--- config.mk ---
export PLATFORM = sky130hd
export DESIGN_NAME = image_rom_arbiter
export DESIGN_NICKNAME = d
export VERILOG_FILES = /design/src/rtl/image_rom_arbiter.sv
export SDC_FILE = /design/constraint.sdc
export NUM_CORES = 1
export LEC_CHECK = 0
export CORE_AREA = 4 4 96 98
export DETAILED_ROUTE_END_ITERATION = 10
export DIE_AREA = 0 0 100 102
export GPL_ROUTABILITY_DRIVEN = 0
export PLACE_DENSITY_LB_ADDON = 0.1
export SYNTH_ARGS = -nofsm -noshare
export SYNTH_HDL_FRONTEND = slang
export SYNTH_SLANG_ARGS = --single-unit
--- constraint.sdc ---
create_clock -name clk -period 1.1 [get_ports clk]
set_input_delay 0.22 -clock clk [delete_from_list [all_inputs] [get_ports clk]]
set_output_delay 0.22 -clock clk [all_outputs]
set_load 0.01 [all_outputs]
--- src/rtl/image_rom_arbiter.sv ---
// ---------------------------------------------------------------------------
// image_rom_arbiter
//
// Shares the single image tile ROM between the display pixel path and one
// auxiliary requester (cart preview / zoom unit). The display always wins the
// ROM; the aux requester is served only in cycles where the display does not
// need it. Returned display pixels are delay-aligned so the VGA mux sees a
// fixed latency of ROM_LAT+1 cycles from the locator outputs.
//
// Ports:
//   clk, reset        system clock, synchronous active-high reset
//   pix_valid         display active-video pixel this cycle
//   disp_isImage      locator flag: pixel lies on an image tile
//   disp_addr         locator ROM address for this pixel
//   aux_req/aux_addr  aux read request (level) and address
//   aux_gnt           one-cycle pulse, aux request accepted
//   aux_rdata_valid   one-cycle pulse, aux_rdata carries the read word
//   aux_rdata         aux read data, held until the next aux read returns
//   aux_starved       aux has waited >= STARVE_MAX cycles for the ROM
//   rom_addr/rom_q    ROM address (registered) and data (ROM_LAT later)
//   pix_valid_out     delayed pix_valid
//   pix_isImage_out   delayed (pix_valid & disp_isImage)
//   pix_rgb_out       pixel colour, 0 when the pixel is not an image pixel
//
// Aux handshake: the requester raises aux_req with aux_addr stable and keeps
// both until it sees the one-cycle aux_gnt pulse, then drops aux_req in that
// same cycle. Exactly one aux read is outstanding at a time; its data comes
// back with a one-cycle aux_rdata_valid pulse. Dropping aux_req before the
// grant withdraws the request without any grant.
// ---------------------------------------------------------------------------
module image_rom_arbiter #(
    parameter int ADDR_W     = 17,
    parameter int DATA_W     = 24,
    parameter int ROM_LAT    = 2,
    parameter int STARVE_MAX = 200
) (
    input  logic              clk,
    input  logic              reset,
    input  logic              pix_valid,
    input  logic              disp_isImage,
    input  logic [ADDR_W-1:0] disp_addr,
    input  logic              aux_req,
    input  logic [ADDR_W-1:0] aux_addr,
    output logic              aux_gnt,
    output logic              aux_rdata_valid,
    output logic [DATA_W-1:0] aux_rdata,
    output logic              aux_starved,
    output logic [ADDR_W-1:0] rom_addr,
    input  logic [DATA_W-1:0] rom_q,
    output logic              pix_valid_out,
    output logic              pix_isImage_out,
    output logic [DATA_W-1:0] pix_rgb_out
);

    typedef enum logic [1:0] {
        S_IDLE,
        S_WAIT,
        S_ISSUE,
        S_DATA
    } aux_state_t;

    typedef enum logic [1:0] {
        TAG_NONE,
        TAG_DISP,
        TAG_AUX
    } tag_t;

    localparam logic [7:0] STARVE_TH = 8'(STARVE_MAX);

    aux_state_t       state;
    aux_state_t       state_nxt;
    logic [7:0]       starve_cnt;
    logic [7:0]       starve_cnt_nxt;
    logic             disp_use;
    logic             aux_issue;
    logic             aux_ret;
    tag_t             tag_in;

    // Owner tag, pix_valid and display claim ride along with the ROM pipeline.
    // Stage 0 is written on the same edge as rom_addr; stage ROM_LAT lines up
    // with the rom_q word for that address.
    tag_t             tag_sr [0:ROM_LAT];
    logic [ROM_LAT:0] valid_sr;
    logic [ROM_LAT:0] img_sr;

    assign disp_use    = pix_valid & disp_isImage;
    assign aux_gnt     = (state == S_ISSUE);
    assign aux_starved = (starve_cnt >= STARVE_TH);

    // Only our own outstanding read can carry an AUX tag, and the pipeline is
    // flushed on reset, so an AUX tag at the end while in DATA is the return.
    assign aux_ret = (state == S_DATA) && (tag_sr[ROM_LAT] == TAG_AUX);

    // Aux FSM next state, starvation counter and issue decision.
    always_comb begin
        state_nxt      = state;
        starve_cnt_nxt = starve_cnt;
        aux_issue      = 1'b0;
        case (state)
            S_IDLE: begin
                starve_cnt_nxt = 8'd0;
                if (aux_req) begin
                    if (!disp_use) begin
                        aux_issue = 1'b1;
                        state_nxt = S_ISSUE;
                    end else begin
                        state_nxt = S_WAIT;
                    end
                end
            end
            S_WAIT: begin
                if (!aux_req) begin
                    state_nxt      = S_IDLE;
                    starve_cnt_nxt = 8'd0;
                end else if (!disp_use) begin
                    aux_issue      = 1'b1;
                    state_nxt      = S_ISSUE;
                    starve_cnt_nxt = 8'd0;
                end else if (starve_cnt != 8'hFF) begin
                    starve_cnt_nxt = starve_cnt + 8'd1;
                end
            end
            S_ISSUE: begin
                starve_cnt_nxt = 8'd0;
                state_nxt      = S_DATA;
            end
            S_DATA: begin
                starve_cnt_nxt = 8'd0;
                if (aux_ret) begin
                    state_nxt = S_IDLE;
                end
            end
            default: begin
                starve_cnt_nxt = 8'd0;
                state_nxt      = S_IDLE;
            end
        endcase
    end

    // Display claim beats any aux issue in the same cycle.
    always_comb begin
        tag_in = TAG_NONE;
        if (disp_use) begin
            tag_in = TAG_DISP;
        end else if (aux_issue) begin
            tag_in = TAG_AUX;
        end
    end

    always_ff @(posedge clk) begin
        if (reset) begin
            state           <= S_IDLE;
            starve_cnt      <= 8'd0;
            rom_addr        <= '0;
            valid_sr        <= '0;
            img_sr          <= '0;
            for (int i = 0; i <= ROM_LAT; i++) begin
                tag_sr[i] <= TAG_NONE;
            end
            pix_valid_out   <= 1'b0;
            pix_isImage_out <= 1'b0;
            pix_rgb_out     <= '0;
            aux_rdata_valid <= 1'b0;
            aux_rdata       <= '0;
        end else begin
            state      <= state_nxt;
            starve_cnt <= starve_cnt_nxt;

            if (disp_use) begin
                rom_addr <= disp_addr;
            end else if (aux_issue) begin
                rom_addr <= aux_addr;
            end

            tag_sr[0] <= tag_in;
            for (int i = 1; i <= ROM_LAT; i++) begin
                tag_sr[i] <= tag_sr[i-1];
            end
            valid_sr <= {valid_sr[ROM_LAT-1:0], pix_valid};
            img_sr   <= {img_sr[ROM_LAT-1:0], disp_use};

            pix_valid_out   <= valid_sr[ROM_LAT];
            pix_isImage_out <= img_sr[ROM_LAT];
            pix_rgb_out     <= (tag_sr[ROM_LAT] == TAG_DISP) ? rom_q : '0;

            aux_rdata_valid <= aux_ret;
            if (aux_ret) begin
                aux_rdata <= rom_q;
            end
        end
    end

endmodule

==> impl_results.md <==
- GRT Total Usage: 18.8%
- H-tree depth: 3
- Synth Instances: 337
- Critical Path Stages: 2
- Clock skew: 0.00689 ns
- Min cycle time layout: 1.36 ns
- Vias in the first global route: 3063
- Initial DRC Count: 78
- Antenna-violating nets left: 0
- VDD IR max: 744 µV
- CTS tree: done
- Area Growth Syn to Fin: 84.9%
- Max incr delay on CP: 0.33 ns
- Prevailing post-synth register cell: dfxtp_1
- Crit path required time: 0.88 ns
- Setup CP Type: flop to output port
- Failing checks: setup timing
- Sequential Power Share: 49.6%
- Width of the die: 100 µm
- CTS sink count: 87
- Outcome: complete, but fails checks
- Yosys reg bits: 87
- Dpl hpwl: 5.71 mm
- TritonRoute pass-1 iters: 4
- Seq/Total Area, Yosys: 55.5%
- Share of layout cells above drive strength 1: 60.8%
- Met2 wire length: 5.37 mm
- Slew headroom: 71.9%
- Clk root buf: clkbuf_8
- Number of synthesized flops with an enable pin: 0
- PD cells: 1140 nW/µm²
- Final Non-Filler Cells: 626
- Slew Limit Fails: 0
- Clock transition at path regs: 0.09 ns
- Fmax: 0.735 GHz
- Initial antenna violation count: 0
- Asr flop ratio synth: 0%
- Residual DRC: 0
- DIE HEIGHT: 102 µm
- RSZ-0062 raised after global routing: true
- Mapped Area: 3140 µm²
- Largest net degree at the start of global routing: 27
- Max-cap violations: 0
- Routed length on met1: 4.01 mm
- Commonest non-fill, non-tap cells in the layout: buf_2 (65), clkdlybuf4s50_1 (59), dfxtp_2 (44)
- IO Port Bufs: 132
- Full die area: 10200 µm²
- Commonest non-fill, non-tap cell in the layout: buf_2
- Nets: 578
- Least-Margin Pin Slew: 0.421 ns
- Internal power: 5.04 mW
- # hold bufs at CTS: 0
- Critical path arrival: 1.14 ns
- Endpoint class of the critical path: output port
- Initial core utilization: 37.1%
- Clock Tree Buf Depth: 2
- Final worst-path setup slack: -0.260 ns
- Maximum net fanout on the critical path: 2
- Core area: 8470 µm²
- NetSw: 1.60 mW
- First-pass GRT wire length: 15.1 mm
- Setup Viol. Count Final: 53
- Gr ovfl total: 0
- Hold Fails Final Rpt: 0
- P_leak: 2.43 nW
- IO Count: 133
- Crit path max-delay family: compound AO/OA/AOI/OAI gates
- Dpl cell area: 4690 µm²
- Met3 wire len: 705 µm
- R2r worst-path depth: 5
- Hold Path Class: input port to flop
- Tcrit/Tclk final: 124%
- Fin area: 5810 µm²
- Via density: 4.93
- CP Buf/Inv Count: 1
- Crit path cell chain: o311a_1 > buf_2
- Total CTS buffers: 9
- Drt total wl: 10.3 mm
- Inst Count DP: 578
- CP Launch Type: flop
- YS warnings: 0
- Worst hold path depth: 2
- Post-synthesis cell type count: 30
- Worst skew pair latency: 0.35 ns
- Post-Synthesis Net Count: 402
- Total number of vias: 3089
- Worst path slowest cell: o311a_1
- Ant diodes: 0
- Hold WS: 0.142 ns
- Comb power frac: 14.0%
- Sw Ratio: 24.1%
- Wire per inst: 16.4 µm
- Top layer in use: met4
- # rows: 34
- Syn Area/Cell: 9.32 µm²
- Clock network power share: 36.4%
[cells in the mapped netlist (2+ instances only)]
library cell,number,area share (%)
nor3b_1,3,0.72
a311oi_1,8,2.2
and4b_1,2,0.64
clkbuf_1,8,0.96
a311oi_2,10,4.8
buf_6,3,1.1
ha_1,2,0.80
o21ai_0,4,0.64
nor2b_1,11,2.2
dfxtp_1,87,55
a31oi_1,2,0.40
nand4_1,2,0.40
buf_2,11,1.8
inv_1,2,0.24
and2_1,28,5.6
and3_1,2,0.40
a21oi_1,29,4.6
nand2_1,85,10
nand3_1,3,0.48
nor2_1,3,0.36
nor3_1,23,3.7
[power by group through the flow]
stage / sequential (mW) / clock, mW / combinational, mW
after detailed placement: 3.35 / 0 / 0.752
after floorplan: 3.38 / 0 / 0.281
after global routing: 3.30 / 2.56 / 0.993
final: 3.29 / 2.42 / 0.931
after global placement: 3.35 / 0 / 0.745
after CTS: 3.29 / 2.44 / 0.867
[worst paths after layout]
path	slack [ns]	startpoint	endpoint
worst min register to register	0.44	valid_sr[0]	valid_sr[1]
worst min-delay path	0.14	reset	pix_isImage_out
worst max register to register	-0.21	starve_cnt[1]	starve_cnt[5]
worst max-delay path	-0.26	starve_cnt[5]	aux_starved
[state kept, by name, summed over array words and instances, names as in the netlist]
signal,flops
aux_rdata,24
aux_rdata_valid,1
img_sr,2
pix_isImage_out,1
pix_rgb_out,24
pix_valid_out,1
rom_addr,17
starve_cnt,8
state,2
tag_sr,4
valid_sr,3
[cell families after synthesis]
group / count (synthesis) / share of synthesized area, %
AO/OA/AOI/OAI: 55 / 13.3
adder cells (fa/ha/maj): 2 / 0.797
buffers and inverters: 25 / 4.14
flip-flops: 87 / 55.5
AND/OR/NAND/NOR: 168 / 26.3
[metal layers]
layer  GRT usage, %  vias up
li1               -     1505
met1           20.9     1465
met2           34.2      103
met3           4.64       16
met4           8.08        0
met5              0        -
[cell type report]
class | instances | area (µm²)
Multi-Input combinational cell | 227 | 1960
Clock buffer | 11 | 131
Fill cell | 643 | 2660
Sequential cell | 87 | 1800
Timing Repair Buffer | 186 | 1690
Tap cell | 108 | 135
Clock inverter | 5 | 81.3
Inverter | 2 | 7.51
[worst reg2reg max path: cells and delay by family (launching register included)]
kind            cells  cell delay (ns)
compound gates      1             0.19
fa+ha+maj           1             0.14
buf+inv             2             0.32
flops               1             0.37
simple gates        1             0.20
[timing repair]
action | in CTS | in global routing
setup buffers | 19 | 2
resized for setup | 411 | 141
endpoints found under the setup margin | 120 | 82
gates cloned | 10 | 4
pin swaps | 47 | 47
[through the flow]
step           setup TNS [ns]  total power [mW]  utilization, %  setup WS, ns
2_1_floorplan          -0.904              3.66               -        -0.117
3_3_place_gp           -12.94              4.09            55.4        -0.484
3_5_place_dp           -13.79              4.10            55.4        -0.533
4_1_cts                 -8.15              6.60            62.5        -0.277
5_1_grt                -10.73              6.86            68.6        -0.293
6_report                -7.74              6.64            68.6        -0.260
Note: power is estimated with default switching activity, not from simulation.
